`src/rtl/uart_tx_arbiter_if.sv`:
```
// rtl/uart_tx_arbiter_if.sv - two-requester byte handshake into the UART TX arbiter
// Master is the requester side; slave is the arbiter.
interface uart_tx_arbiter_if #(
   parameter int DATA_W = 8
);
   logic              req0_valid;
   logic [DATA_W-1:0] req0_data;
   logic              req0_ready;
   logic              req1_valid;
   logic [DATA_W-1:0] req1_data;
   logic              req1_ready;

   modport master (
      output req0_valid, req0_data, req1_valid, req1_data,
      input  req0_ready, req1_ready
   );

   modport slave (
      input  req0_valid, req0_data, req1_valid, req1_data,
      output req0_ready, req1_ready
   );
endinterface

```
`src/rtl/uart_tx_arbiter.sv`:
```
// rtl/uart_tx_arbiter.sv - round-robin arbiter sharing one UART 8N1 transmit line
// Accepts one byte per frame from either requester and serializes it LSB first.
module uart_tx_arbiter #(
   parameter int CLK_DIV = 217,
   parameter int DATA_W  = 8
) (
   input  logic             clk_in,
   input  logic             reset,
   uart_tx_arbiter_if.slave req,
   output logic             tx,
   output logic             busy,
   output logic             grant_id,
   output logic             frame_done
);
   localparam int CNT_W = $clog2(CLK_DIV);
   localparam int IDX_W = $clog2(DATA_W);
   localparam logic [CNT_W-1:0] CNT_LAST = CNT_W'(CLK_DIV - 1);
   localparam logic [IDX_W-1:0] IDX_LAST = IDX_W'(DATA_W - 1);

   typedef enum logic [1:0] {IDLE, START, DATA, STOP} state_t;

   state_t            state;
   logic [CNT_W-1:0]  bit_cnt;
   logic [IDX_W-1:0]  bit_idx;
   logic [DATA_W-1:0] shift;
   logic              last_grant;
   logic              idle;
   logic              take0;
   logic              take1;
   logic              bit_end;

   // The requester that did not win last time has priority on a tie.
   assign idle           = (state == IDLE);
   assign req.req0_ready = idle & (!req.req1_valid | last_grant);
   assign req.req1_ready = idle & (!req.req0_valid | !last_grant);
   assign take0          = req.req0_valid & req.req0_ready;
   assign take1          = req.req1_valid & req.req1_ready;
   assign bit_end        = (bit_cnt == CNT_LAST);

   always_ff @(posedge clk_in or posedge reset) begin
      if (reset) begin
         state      <= IDLE;
         bit_cnt    <= '0;
         bit_idx    <= '0;
         shift      <= '0;
         last_grant <= 1'b1;
         tx         <= 1'b1;
         busy       <= 1'b0;
         grant_id   <= 1'b0;
         frame_done <= 1'b0;
      end else begin
         frame_done <= 1'b0;
         case (state)
            IDLE: begin
               if (take0 || take1) begin
                  shift      <= take0 ? req.req0_data : req.req1_data;
                  grant_id   <= take1;
                  last_grant <= take1;
                  state      <= START;
                  busy       <= 1'b1;
                  tx         <= 1'b0;
                  bit_cnt    <= '0;
                  bit_idx    <= '0;
               end
            end
            START: begin
               if (bit_end) begin
                  bit_cnt <= '0;
                  state   <= DATA;
                  tx      <= shift[0];
                  shift   <= shift >> 1;
               end else begin
                  bit_cnt <= bit_cnt + 1'b1;
               end
            end
            DATA: begin
               if (bit_end) begin
                  bit_cnt <= '0;
                  if (bit_idx == IDX_LAST) begin
                     state <= STOP;
                     tx    <= 1'b1;
                  end else begin
                     bit_idx <= bit_idx + 1'b1;
                     tx      <= shift[0];
                     shift   <= shift >> 1;
                  end
               end else begin
                  bit_cnt <= bit_cnt + 1'b1;
               end
            end
            STOP: begin
               if (bit_end) begin
                  bit_cnt    <= '0;
                  state      <= IDLE;
                  busy       <= 1'b0;
                  frame_done <= 1'b1;
               end else begin
                  bit_cnt <= bit_cnt + 1'b1;
               end
            end
            default: state <= IDLE;
         endcase
      end
   end
endmodule

```
`src/flat_wrapper.sv`:
```
// flat-port wrapper written by rule: the top's interface ports become plain ports
module uart_tx_arbiter_flat 
#(
   parameter int CLK_DIV = 217,
   parameter int DATA_W  = 8
)
  (clk_in, reset, tx, busy, grant_id, frame_done, req_req0_valid, req_req0_data, req_req1_valid, req_req1_data, req_req0_ready, req_req1_ready);
  uart_tx_arbiter_if #(.DATA_W(DATA_W)) req_i ();
  input  logic clk_in;
  input  logic reset;
  output logic tx;
  output logic busy;
  output logic grant_id;
  output logic frame_done;
  input wire logic [$bits(req_i.req0_valid)-1:0] req_req0_valid;
  input wire logic [$bits(req_i.req0_data)-1:0] req_req0_data;
  input wire logic [$bits(req_i.req1_valid)-1:0] req_req1_valid;
  input wire logic [$bits(req_i.req1_data)-1:0] req_req1_data;
  output wire logic [$bits(req_i.req0_ready)-1:0] req_req0_ready;
  output wire logic [$bits(req_i.req1_ready)-1:0] req_req1_ready;
  assign req_i.req0_valid = req_req0_valid;
  assign req_i.req0_data = req_req0_data;
  assign req_i.req1_valid = req_req1_valid;
  assign req_i.req1_data = req_req1_data;
  assign req_req0_ready = req_i.req0_ready;
  assign req_req1_ready = req_i.req1_ready;
  uart_tx_arbiter #(.CLK_DIV(CLK_DIV), .DATA_W(DATA_W)) u_core (.clk_in(clk_in), .reset(reset), .req(req_i), .tx(tx), .busy(busy), .grant_id(grant_id), .frame_done(frame_done));
endmodule
```
`config.mk`:
```
export PLATFORM = sky130hd
export DESIGN_NAME = uart_tx_arbiter_flat
export DESIGN_NICKNAME = d
export VERILOG_FILES = /design/src/rtl/uart_tx_arbiter_if.sv /design/src/rtl/uart_tx_arbiter.sv /design/src/flat_wrapper.sv
export SDC_FILE = /design/constraint.sdc
export NUM_CORES = 1
export LEC_CHECK = 0
export CORE_MARGIN = 8
export CORE_UTILIZATION = 48
export DETAILED_ROUTE_END_ITERATION = 8
export PLACE_DENSITY = 0.87
export SETUP_SLACK_MARGIN = 0.5
export SYNTH_ARGS = -nofsm -noshare
export SYNTH_HDL_FRONTEND = slang
export SYNTH_SLANG_ARGS = --single-unit
```
`constraint.sdc`:
```
create_clock -name clk_in -period 2.2 [get_ports clk_in]
set_input_delay 0.22 -clock clk_in [delete_from_list [all_inputs] [get_ports clk_in]]
set_output_delay 0.22 -clock clk_in [all_outputs]
set_load 0.005 [all_outputs]
```
## After elaboration in Yosys (flattened, before gate mapping)

Cells that the tools add are included.

- $add $sub $neg: 2
- Eq/ne operators: 11
- Mux-type cells: 29
- Bitwise logic cells: 6
- Reductions and logical operators: 15

Operator list:

| cell | number |
|---|---|
| 2-to-1 mux 8 bit | 7 |
| case mux 8 bit (3 select lines) | 1 |
| case mux 8 bit (2 select lines) | 1 |
| 2-to-1 mux 2 bit | 5 |
| AND reduction 5 bit | 2 |
| 2-to-1 mux 3 bit | 3 |
| adder 8 x 1 -> 8 bit (second input constant) | 1 |
| == test 8 bit (second input constant) | 1 |
| 2-to-1 mux 1 bit | 8 |
| inequality test 2 x 1 -> 1 bit (second input constant) | 4 |
| case mux 2 bit (4 select lines) | 1 |
| AND reduction 4 bit | 2 |
| case mux 3 bit (2 select lines) | 1 |
| AND 1 bit | 4 |
| == test 2 bit (second input constant) | 2 |
| inequality test 2 bit (second input constant) | 2 |
| nonzero test 2 bit | 2 |
| adder 3 x 1 -> 3 bit (second input constant) | 1 |
| == test 3 bit (second input constant) | 1 |
| zero test 1 bit | 3 |
| case mux 1 bit (3 select lines) | 1 |
| AND reduction 3 bit | 1 |
| nonzero test 3 bit | 1 |
| OR reduction 3 bit | 1 |
| 6 further kinds | 7 |

- Flip-flop bits (word level): 26
- Input bits: 20
- Output and inout port bits: 6
- Word-level logic and storage cells: 72

## Longest topological paths before layout

Gate-level depths: netlist of run 1.

- Depth in word-level cells: 7
- Mapped depth: 9
- Mapped depth without buffers: 6

## Least setup slack after synthesis of run 1

Ideal clock, no wire load.

- Path type: register -> register
- Start: reg u_core.state[0]
- End: reg u_core.shift[3]
- Arrival: 1.929 ns
- Setup slack: 0.150 ns
- Cell stages (with the launch flop): 10
- Path through: dfrtp_1 > inv_1 > ha_1 > buf_4 > or3b_2 > buf_2 > nand2b_1 > buf_2 > a21oi_1 > a32o_1

- Longest elaborated chain between the ends: 6
- Elaborated cells on any way between the ends: 17
- Classes of those cells: 6 x eq/ne; 3 x mux; 4 x bitwise; 4 x reduce/logical

RTL lines:

| what | line | source |
|---|---|---|
| start: declaration | uart_tx_arbiter.sv:22 | `state_t state;` |
| start signal: assignment | uart_tx_arbiter.sv:42 | `state <= IDLE;` |
| start signal: assignment | uart_tx_arbiter.sv:59 | `state <= START;` |
| start signal: assignment | uart_tx_arbiter.sv:69 | `state <= DATA;` |
| zero test 2 bit | uart_tx_arbiter.sv:33, uart_tx_arbiter.sv:53 |  |
| AND 1 bit (on tied branches) | uart_tx_arbiter.sv:34, uart_tx_arbiter.sv:35 |  |
| AND 1 bit (on tied branches) | uart_tx_arbiter.sv:36, uart_tx_arbiter.sv:37 |  |
| 2-to-1 mux 8 bit / logical OR 1 bit (equally long branches) | uart_tx_arbiter.sv:56, uart_tx_arbiter.sv:55 |  |
| 2-to-1 mux 8 bit / inequality test 2 bit (equally long branches) | n/a |  |
| case mux 8 bit (3 select lines) / AND reduction 5 bit (equally long branches) | n/a |  |
| end signal: assignment | uart_tx_arbiter.sv:56 | `shift <= take0 ? req.req0_data : req.req1_data;` |
| end signal: assignment | uart_tx_arbiter.sv:71 | `shift <= shift >> 1;` |
| end signal: assignment | uart_tx_arbiter.sv:85 | `shift <= shift >> 1;` |
| end: declaration | uart_tx_arbiter.sv:25 | `logic [DATA_W-1:0] shift;` |

Several ways; a longest one is shown, not always the timed one. The select of a mux whose other input is x is not followed.
A chain may end at the register's enable or synchronous reset.

## Worst setup path after layout of run 1

- Start: reg u_core.bit_cnt[1]
- End: reg u_core.shift[2]

- Longest elaborated chain between the ends: 3
- Elaborated cells on any way between the ends: 4
- Classes of those cells: 3 x eq/ne; 1 x reduce/logical

RTL lines:

| what | line | source |
|---|---|---|
| start: declaration | uart_tx_arbiter.sv:23 | `logic [CNT_W-1:0] bit_cnt;` |
| start signal: assignment | uart_tx_arbiter.sv:73 | `bit_cnt <= bit_cnt + 1'b1;` |
| start signal: assignment | uart_tx_arbiter.sv:88 | `bit_cnt <= bit_cnt + 1'b1;` |
| start signal: assignment | uart_tx_arbiter.sv:98 | `bit_cnt <= bit_cnt + 1'b1;` |
| == test 8 bit * | uart_tx_arbiter.sv:38 | `assign bit_end = (bit_cnt == CNT_LAST);` |
| inequality test 2 x 1 -> 1 bit (no line) | n/a |  |
| AND reduction 5 bit (no line) * | n/a |  |

Every way passes the cells marked *; elsewhere a longest branch is shown, timed or not.

==> run summary, run 1 <==
run status -> complete, no violations
I/O Buffers -> 25
CP max stage delay -> 0.41 ns
Tmin final -> 1.953 ns
Yosys reg bits -> 26
Num Clock Sinks -> 26
ranking of synthesized cells by area -> dfrtp_1 (37%), ha_1 (7.0%), a21oi_1 (5.9%), a32o_1 (4.9%), mux2i_1 (4.9%)
IO Pins -> 26
Num CTS Buffers -> 3
WL/cell -> 15.89 um
FP Rows -> 21
area leader, netlist -> dfrtp_1
DP Wirelength -> 2845 um
Synth warnings -> 0
Post-Syn Area -> 1619 sq um
layout net count -> 253
busiest layer in global routing -> met2
worst skew pair latency -> 0.33 ns
worst vdd rail ir drop -> 257.3 uV
# Max-Cap Violations -> 0
Crit path arrival time -> 2.18 ns
Synth cell types -> 39
Final Cell Area -> 2225 sq um
first-pass GRT wire length -> 7113 um
Critical Path Source -> u_core.bit_cnt[1]
Post-synth EDFFs -> 0
worst rel slew slack -> 67.88%
met2 Track Usage GR -> 28.13%
met3 Track Usage GR -> 3.100%
post-synth top area share -> 37.09%
FF-to-FF Start -> u_core.bit_cnt[1]
Worst-path clk slew -> 0.14 ns
part of the cycle the worst path needs -> 88.79%
Reg2Reg Setup Slack -> 0.25 ns
register area share after synthesis -> 40.34%
Primary FF master, synth -> dfrtp_1
Async S/R FF share, synth -> 100.0%
clk_skew -> 0.007956 ns
Starting Density -> 49.30%
DRC viols -> 0
Critical Path RT -> 2.43 ns
final worst-path setup slack -> 0.2466 ns
placed inst area -> 1982 sq um
unrepaired setup endpoints after global routing -> yes
DIE HEIGHT -> 74.08 um
DRT Wirelength -> 4274 um
vias in the first global route -> 1531
f_max -> 0.5119 GHz
crit-path cells -> inv_1 > ha_2 > nand4b_1 > or3_4 > a221o_4 > a32o_1
DRT antenna net count -> 0
CTS Buffer Depth -> 2
critical path class -> flop to flop
Top delay family on crit path -> compound AO/OA/AOI/OAI gates
Fin. Hold Viols -> 0
crit path to -> u_core.shift[2]
htree depth -> 1
crit path max fanout -> 8
largest net degree at the start of global routing -> 27
worst path bufs/invs -> 1
setup violators final -> 0
pre-CTS WS -> 0.1033 ns
R2R depth -> 6
layout cells sized above 1 -> 26.46%
Post-synth top cells -> dfrtp_1 (24), a21oi_1 (19), nor2_1 (19)
root buffer cell -> clkbuf_4
gr ovfl total -> 0
leakage power total -> 0.9672 nW
Ant. Diodes -> 0
Worst setup EP type -> flop
Pins Over Slew Limit -> 0
DR iter-0 viols -> 74
vias per cell -> 5.706
Die W -> 74.08 um
average size of a mapped cell -> 9.096 sq um
Synthesized Nets -> 207
stages on the worst setup path -> 6
GP Congestion -> 0.8631
CORE AREA -> 3284 sq um
slew at the pin with the worst max-slew slack -> 0.4817 ns
grt met1 use -> 18.70%
post-route setup TNS -> 0 ns
vias after detailed routing -> 1535
die area -> 5487 sq um
GRT Util Overall -> 16.33%
total iterations of the first detailed-routing run -> 4
critical path launch point type -> flop
antenna violations before repair -> 0
most frequent cell after synthesis -> dfrtp_1
pwr dens -> 385.6 nW/um^2
Crit Reg-Reg Endpoint -> u_core.shift[2]
worst hold path type -> input pin to async pin
CTS tree -> yes
Slowest cell on crit path -> dfrtp_1
Post-Syn Instances -> 178
Area Growth Syn to Fin -> 37.40%
==> sequential cells by signal, summed over array words and instances, names as in the netlist <==
signal	flops
u_core.bit_cnt	8
u_core.shift	8
u_core.bit_idx	3
u_core.state	2
u_core.busy	1
u_core.frame_done	1
u_core.grant_id	1
u_core.last_grant	1
u_core.tx	1
==> layer usage <==
| metal | wire length (um) | up-vias |
|---|---|---|
| met3 | 191 | 15 |
| met4 | 172 | 0 |
| met1 | 1710 | 731 |
| met2 | 2198 | 58 |
| li1 | - | 731 |
| met5 | 0 | - |
==> cells by family (layout without fill, tap and decap cells) <==
group | count (synthesis) | after routing | share of synthesized area (%)
AO/OA/AOI/OAI | 51 | 51 | 21.56
XOR/XNOR | 1 | 1 | 0.5411
adder cells (fa/ha/maj) | 9 | 9 | 6.955
buffers and inverters | 22 | 67 | 5.564
flip-flops | 26 | 26 | 40.34
multiplexers | 10 | 10 | 6.337
AND/OR/NAND/NOR | 59 | 59 | 18.70
==> report_power, final <==
group / internal (mW) / switching, mW
combinational: 0.0325 / 0.0170
clock: 0.184 / 0.146
sequential: 0.478 / 0
total: 0.695 / 0.163
==> final cells by class <==
type / count / area [sq um]
clock buffer: 3 / 22.52
clock inverter: 1 / 30.03
fill: 244 / 1060
inverter: 14 / 52.55
multi-input combinational: 130 / 973.4
sequential: 26 / 653.1
tap: 46 / 57.56
timing repair buffer: 49 / 435.4
==> what timing repair did <==
action / in CTS / in global routing
buffers inserted: 11 / 5
hold buffers: 0 / 0
endpoints found under the setup margin: 18 / 23
gates resized for setup: 13 / 13
cloned: 0 / 0
pin swaps: 7 / 9
==> worst min-delay path: cells and delay by family <==
family | cells | cell delay, ns
buffers and inverters | 3 | 0.80
==> through the flow <==
step / power, mW / std cells / util, % / hold WS (ns)
after global routing: 0.8855 / 269 / 67.73 / 0.3055
after global placement: 0.5364 / 249 / 60.34 / 0.4694
after floorplan: 0.4953 / 178 / - / 0.2585
after CTS: 0.8626 / 264 / 66.10 / 0.2740
after detailed placement: 0.5370 / 249 / 60.34 / 0.4818
final: 0.8578 / 269 / 67.73 / 0.2745
==> cells in the final DEF, fill, tap and decap left out, types with 5 or more instances in the layout <==
| master | n |
|---|---|
| dfrtp_1 | 24 |
| clkdlybuf4s50_1 | 23 |
| buf_4 | 20 |
| nor2_1 | 19 |
| a21oi_1 | 15 |
| nand2_1 | 13 |
| inv_1 | 11 |
| mux2i_1 | 8 |
| o21ai_0 | 8 |
| a32o_1 | 7 |
| a31oi_1 | 5 |
| a21oi_2 | 5 |
==> worst min path at each step <==
stage / start / endpoint / slack, ns / cells after the start
final: reset / u_core.grant_id / 0.27 / 3
after global placement: u_core.shift[0] / u_core.shift[0] / 0.47 / 1
after CTS: reset / u_core.grant_id / 0.27 / 3
after global routing: reset / u_core.bit_cnt[4] / 0.31 / 3
after floorplan: reset / u_core.bit_cnt[0] / 0.26 / 1
after detailed placement: u_core.shift[5] / u_core.shift[5] / 0.48 / 1
Power figures use the tool's default switching activity.
==> inputs of run 2 (changes only) <==
--- a/config.mk
+++ b/config.mk
@@ -8,8 +8,10 @@
 export CORE_MARGIN = 8
 export CORE_UTILIZATION = 48
 export DETAILED_ROUTE_END_ITERATION = 8
+export MAX_ROUTING_LAYER = met4
 export PLACE_DENSITY = 0.87
 export SETUP_SLACK_MARGIN = 0.5
+export SLEW_MARGIN = 10
 export SYNTH_ARGS = -nofsm -noshare
 export SYNTH_HDL_FRONTEND = slang
 export SYNTH_SLANG_ARGS = --single-unit
==> constraint.sdc (replaced) <==
create_clock -name clk_in -period 2.2 [get_ports clk_in]
set_input_delay 0.33 -clock clk_in [delete_from_list [all_inputs] [get_ports clk_in]]
set_output_delay 0.33 -clock clk_in [all_outputs]
set_load 0.005 [all_outputs]
==> run 2 against run 1 <==
Against the previous run: clock-buffer cell count unchanged; non-clock buffer count shrank 1; global-route usage fell by 0.77 points.
==> run summary, run 2 (synthesized netlist as in run 1, its figures left out) <==
DP Wirelength -> 2573 um
unrepaired setup endpoints after global routing -> yes
vias per cell -> 5.617
M1 WL -> 1809 um
Critical Path RT -> 2.44 ns
worst rel slew slack -> 63.24%
Top delay family on crit path -> compound AO/OA/AOI/OAI gates
clock share of power -> 39.1%
Logic pwr share -> 5.6%
vias after detailed routing -> 1511
Num CTS Buffers -> 3
Worst-path clk slew -> 0.15 ns
total iterations of the first detailed-routing run -> 4
CORE AREA -> 3284 sq um
clk_skew -> 0.008043 ns
DRT antenna net count -> 0
stages on the worst setup path -> 5
first-pass GRT wire length -> 6658 um
f_max -> 0.5237 GHz
IO Pins -> 26
Starting Density -> 49.30%
run status -> complete, no violations
DRC viols -> 0
FP Rows -> 21
Fin. Hold Viols -> 0
Int Power -> 0.6942 mW
vias in the first global route -> 1520
htree depth -> 1
die area -> 5487 sq um
layout net count -> 253
setup violators final -> 0
layout cells sized above 1 -> 26.91%
Die W -> 74.08 um
worst hold path type -> input pin to async pin
top layer in use -> met4
post-route setup TNS -> 0 ns
Num Clock Sinks -> 26
# Max-Cap Violations -> 0
DIE HEIGHT -> 74.08 um
Area Growth Syn to Fin -> 39.95%
Tmin final -> 1.910 ns
Pins Over Slew Limit -> 0
DRT Wirelength -> 4095 um
placed inst area -> 1952 sq um
Final Cell Area -> 2266 sq um
critical path launch point type -> flop
GRT Util Overall -> 15.56%
I/O Buffers -> 25
critical path class -> flop to flop
GP Congestion -> 0.8401
gr ovfl total -> 0
Slowest cell on crit path -> dfrtp_1
CP max stage delay -> 0.44 ns
Psw -> 0.1700 mW
part of the cycle the worst path needs -> 86.80%
worst path bufs/invs -> 0
R2R depth -> 5
CTS tree -> yes
commonest non-fill, non-tap cell in the layout -> dfrtp_1
crit-path cells -> ha_2 > ha_4 > or3_4 > a221o_4 > a32o_1
Worst setup EP type -> flop
slew at the pin with the worst max-slew slack -> 0.5514 ns
switching part of the total -> 19.67%
Ant. Diodes -> 0
pwr dens -> 381.4 nW/um^2
metal3 WL -> 132 um
met2 wire length -> 2076 um
worst skew pair latency -> 0.34 ns
CTS Buffer Depth -> 2
commonest non-fill, non-tap cells in the layout -> dfrtp_1 (24), clkdlybuf4s50_1 (22), nor2_1 (19), buf_4 (19), a21oi_1 (16)
DR iter-0 viols -> 100
leakage power total -> 0.9628 nW
antenna violations before repair -> 0
Seq pwr share -> 55.3%
Crit path arrival time -> 2.15 ns
Reg2Reg Setup Slack -> 0.29 ns
largest net degree at the start of global routing -> 27
crit path max fanout -> 8
Largest regs -> u_core.bit_cnt (8), u_core.shift (8), u_core.bit_idx (3)
root buffer cell -> clkbuf_4
WL/cell -> 15.22 um
worst vdd rail ir drop -> 238.2 uV
-- run 2: cell types whose count changed in the layout (fill, tap and decap cells not counted), sizes merged --
| cell | before | now |
|---|---|---|
| dlygate4sd2 | 0 | 1 |
| clkinvlp | 0 | 1 |
| nand2b | 2 | 3 |
| clkbuf | 5 | 3 |
| buf | 24 | 25 |
| clkdlybuf4s50 | 23 | 22 |
| inv | 14 | 13 |
-- run 2: cell type report --
cell class	count	area, sq um
Clock buffer	3	22.52
Multi-Input combinational cell	131	1020
Clock inverter	1	30.03
Sequential cell	26	653.1
Timing Repair Buffer	48	426.7
Inverter	14	56.30
Tap cell	46	57.56
Fill cell	235	1018
-- run 2: per-stage QoR --
| step | util [%] | hold WS (ns) | worst slack, ns | cells | power, mW |
|---|---|---|---|---|---|
| final | 68.99 | 0.3299 | 0.2904 | 269 | 0.8642 |
| after global routing | 68.99 | 0.3752 | 0.2309 | 269 | 0.8856 |
| after CTS | 64.76 | 0.3397 | 0.2914 | 261 | 0.8660 |
| after detailed placement | 59.43 | 0.4746 | 0.1404 | 245 | 0.5355 |
| after global placement | 59.43 | 0.4694 | 0.1741 | 245 | 0.5346 |
| after floorplan | - | 0.3685 | 0.2485 | 178 | 0.4953 |
-- run 2: path summary, 6_finish.rpt --
check / from / endpoint
max: u_core.bit_idx[1] / u_core.shift[1]
min: reset / u_core.shift[4]
max reg2reg: u_core.bit_idx[1] / u_core.shift[1]
min reg2reg: u_core.tx / u_core.tx
max in group asynchronous: reset / u_core.last_grant
min in group clk_in: u_core.tx / u_core.tx
-- run 2: what timing repair did --
| action | CTS | global route |
|---|---|---|
| hold buffers | 0 | 0 |
| setup buffers | 12 | 7 |
| cloned | 0 | 1 |
| pin swaps | 3 | 9 |
| endpoints found under the setup margin | 20 | 21 |
| resized for setup | 15 | 18 |
-- run 2: power groups by stage --
| stage | Combinational (mW) | Clock [mW] | Sequential (mW) |
|---|---|---|---|
| floorplan | 0.00829 | 0 | 0.487 |
| global placement | 0.0477 | 0 | 0.487 |
| detailed placement | 0.0485 | 0 | 0.487 |
| CTS | 0.0486 | 0.339 | 0.478 |
| global route | 0.0529 | 0.354 | 0.478 |
| finish | 0.0483 | 0.338 | 0.478 |
-- run 2: per-layer routing --
| metal | vias to the layer above | global-route usage (%) |
|---|---|---|
| li1 | 734 | - |
| met1 | 733 | 17.98 |
| met2 | 37 | 25.68 |
| met3 | 7 | 2.291 |
| met4 | 0 | 7.761 |
| met5 | - | - |
-- run 2: worst register-to-register path, delay by kind of cell, from the launching register on --
family | cells | cell delay (ns)
flip-flops | 1 | 0.44
AO/OA/AOI/OAI | 2 | 0.63
AND/OR/NAND/NOR | 1 | 0.40
adder cells (fa/ha/maj) | 2 | 0.36
==> inputs of run 3 (changes only) <==
--- a/config.mk
+++ b/config.mk
@@ -5,11 +5,13 @@
 export SDC_FILE = /design/constraint.sdc
 export NUM_CORES = 1
 export LEC_CHECK = 0
+export CELL_PAD_IN_SITES_DETAIL_PLACEMENT = 1
+export CELL_PAD_IN_SITES_GLOBAL_PLACEMENT = 2
 export CORE_MARGIN = 8
-export CORE_UTILIZATION = 48
+export CORE_UTILIZATION = 29
 export DETAILED_ROUTE_END_ITERATION = 8
 export MAX_ROUTING_LAYER = met4
-export PLACE_DENSITY = 0.87
+export PLACE_DENSITY = 0.86
 export SETUP_SLACK_MARGIN = 0.5
 export SLEW_MARGIN = 10
 export SYNTH_ARGS = -nofsm -noshare
==> run 3 against run 2 <==
Against the previous run: first-iteration DRC count fell by 42%; hold slack improved by 0.084 ns; core utilization fell by 27 points; sequential share of layout area fell by 0.079 points; clock power fell by 6.8%; critical path depth rose by 1; via count fell by 2.0%; design area rose by 0.28%.
==> run summary, run 3 (synthesized netlist as in run 1, its figures left out) <==
Area Growth Syn to Fin -> 40.34%
Critical Path RT -> 2.37 ns
root buffer cell -> clkbuf_8
Critical Path Source -> u_core.bit_cnt[1]
CORE AREA -> 5439 sq um
# Max-Cap Violations -> 0
final core utilization -> 41.78%
Num CTS Buffers -> 3
DRC viols -> 0
DP Wirelength -> 3063 um
Tmin final -> 1.901 ns
Top delay family on crit path -> compound AO/OA/AOI/OAI gates
placed inst area -> 2022 sq um
pwr dens -> 370.8 nW/um^2
DR iter-0 viols -> 58
crit-path cells -> inv_2 > ha_4 > nand4b_1 > or3_4 > a221o_4 > a32o_1
hold-fix buffers at CTS -> 0
unrepaired setup endpoints after global routing -> yes
vias in the first global route -> 1672
layout cells sized above 1 -> 27.23%
post-route setup TNS -> 0 ns
worst path bufs/invs -> 1
WL/cell -> 14.73 um
Crit path arrival time -> 2.07 ns
Largest regs -> u_core.bit_cnt (8), u_core.shift (8), u_core.bit_idx (3)
FP Rows -> 27
final worst-path setup slack -> 0.2992 ns
critical path class -> flop to flop
vias per cell -> 5.003
GRT Util Overall -> 11.61%
Ant. Diodes -> 0
setup violators final -> 0
CTS tree -> yes
CTS Buffer Depth -> 2
clk_skew -> 0.003429 ns
I/O Buffers -> 25
worst rel slew slack -> 64.18%
f_max -> 0.5261 GHz
slew at the pin with the worst max-slew slack -> 0.5374 ns
IO Pins -> 26
critical path launch point type -> flop
hold slack -> 0.4142 ns
Final Cell Area -> 2272 sq um
placed cell count -> 276
Fin. Hold Viols -> 0
part of the cycle the worst path needs -> 86.40%
Pins Over Slew Limit -> 0
worst vdd rail ir drop -> 197.7 uV
DRT Wirelength -> 4361 um
CP max stage delay -> 0.42 ns
Starting Density -> 29.77%
Worst-path clk slew -> 0.09 ns
GP Congestion -> 0.8197
layout net count -> 254
non-filler cells in the finished layout -> 296
FF-to-FF Start -> u_core.bit_cnt[1]
run status -> complete, no violations
total iterations of the first detailed-routing run -> 4
leakage power total -> 0.9717 nW
Die W -> 90.72 um
DRT antenna net count -> 0
Num Clock Sinks -> 26
Worst setup EP type -> flop
gr ovfl total -> 0
commonest non-fill, non-tap cell in the layout -> dfrtp_1
worst hold path type -> input pin to async pin
worst skew pair latency -> 0.27 ns
crit path max fanout -> 8
Fillers -> 650
Slowest cell on crit path -> or3_4
total power -> 0.8426 mW
pre-CTS WS -> 0.1843 ns
die area -> 8230 sq um
antenna violations before repair -> 0
htree depth -> 1
vias after detailed routing -> 1481
first-pass GRT wire length -> 7845 um
largest net degree at the start of global routing -> 27
DIE HEIGHT -> 90.72 um
commonest non-fill, non-tap cells in the layout -> dfrtp_1 (24), clkdlybuf4s50_1 (23), buf_4 (20)
run 3: path summary, 6_finish.rpt:
kind	slack (ns)	end	depth (start not counted)
max	0.30	u_core.shift[1]	6
min	0.41	u_core.frame_done	3
max reg2reg	0.30	u_core.shift[1]	6
min reg2reg	0.50	u_core.shift[0]	1
max in group asynchronous	1.47	u_core.last_grant	3
min in group clk_in	0.50	u_core.shift[0]	1
run 3: report_power, final:
group / leakage [nW] / internal (mW) / total, mW / switching, mW
registers: 0.331 / 0.478 / 0.478 / 0
logic: 0.612 / 0.0326 / 0.0503 / 0.0177
clock network: 0.0288 / 0.160 / 0.315 / 0.155
total: 0.972 / 0.670 / 0.843 / 0.172
run 3: worst register-to-register path: cells and delay by family, from the launching register on:
family	cells	cell delay [ns]
buffers and inverters	1	0.09
AO/OA/AOI/OAI	2	0.64
flip-flops	1	0.40
adder cells (fa/ha/maj)	1	0.13
AND/OR/NAND/NOR	2	0.54
run 3: metal layers:
metal / vias to the layer above / part of all wire, % / GRT usage (%)
met3: 4 / 1.9 / 1.413
met4: 0 / 1.5 / 4.161
li1: 732 / - / -
met5: - / 0 / -
met2: 28 / 46 / 18.45
met1: 717 / 51 / 14.74
run 3: layout make-up:
type                       instances  area (sq um)  area share (%)
clock buffer                       4         55.05           2.423
inverter                          14         56.30           2.478
multi-input combinational        131         982.2           43.23
sequential                        26         653.1           28.74
tap                               72         90.09           3.965
timing repair buffer              49         435.4           19.16
run 3: timing repair:
action,CTS,global route
setup endpoints to repair,19,23
pin swaps,5,1
gates resized for setup,13,14
setup buffers,11,4
gates cloned,0,1
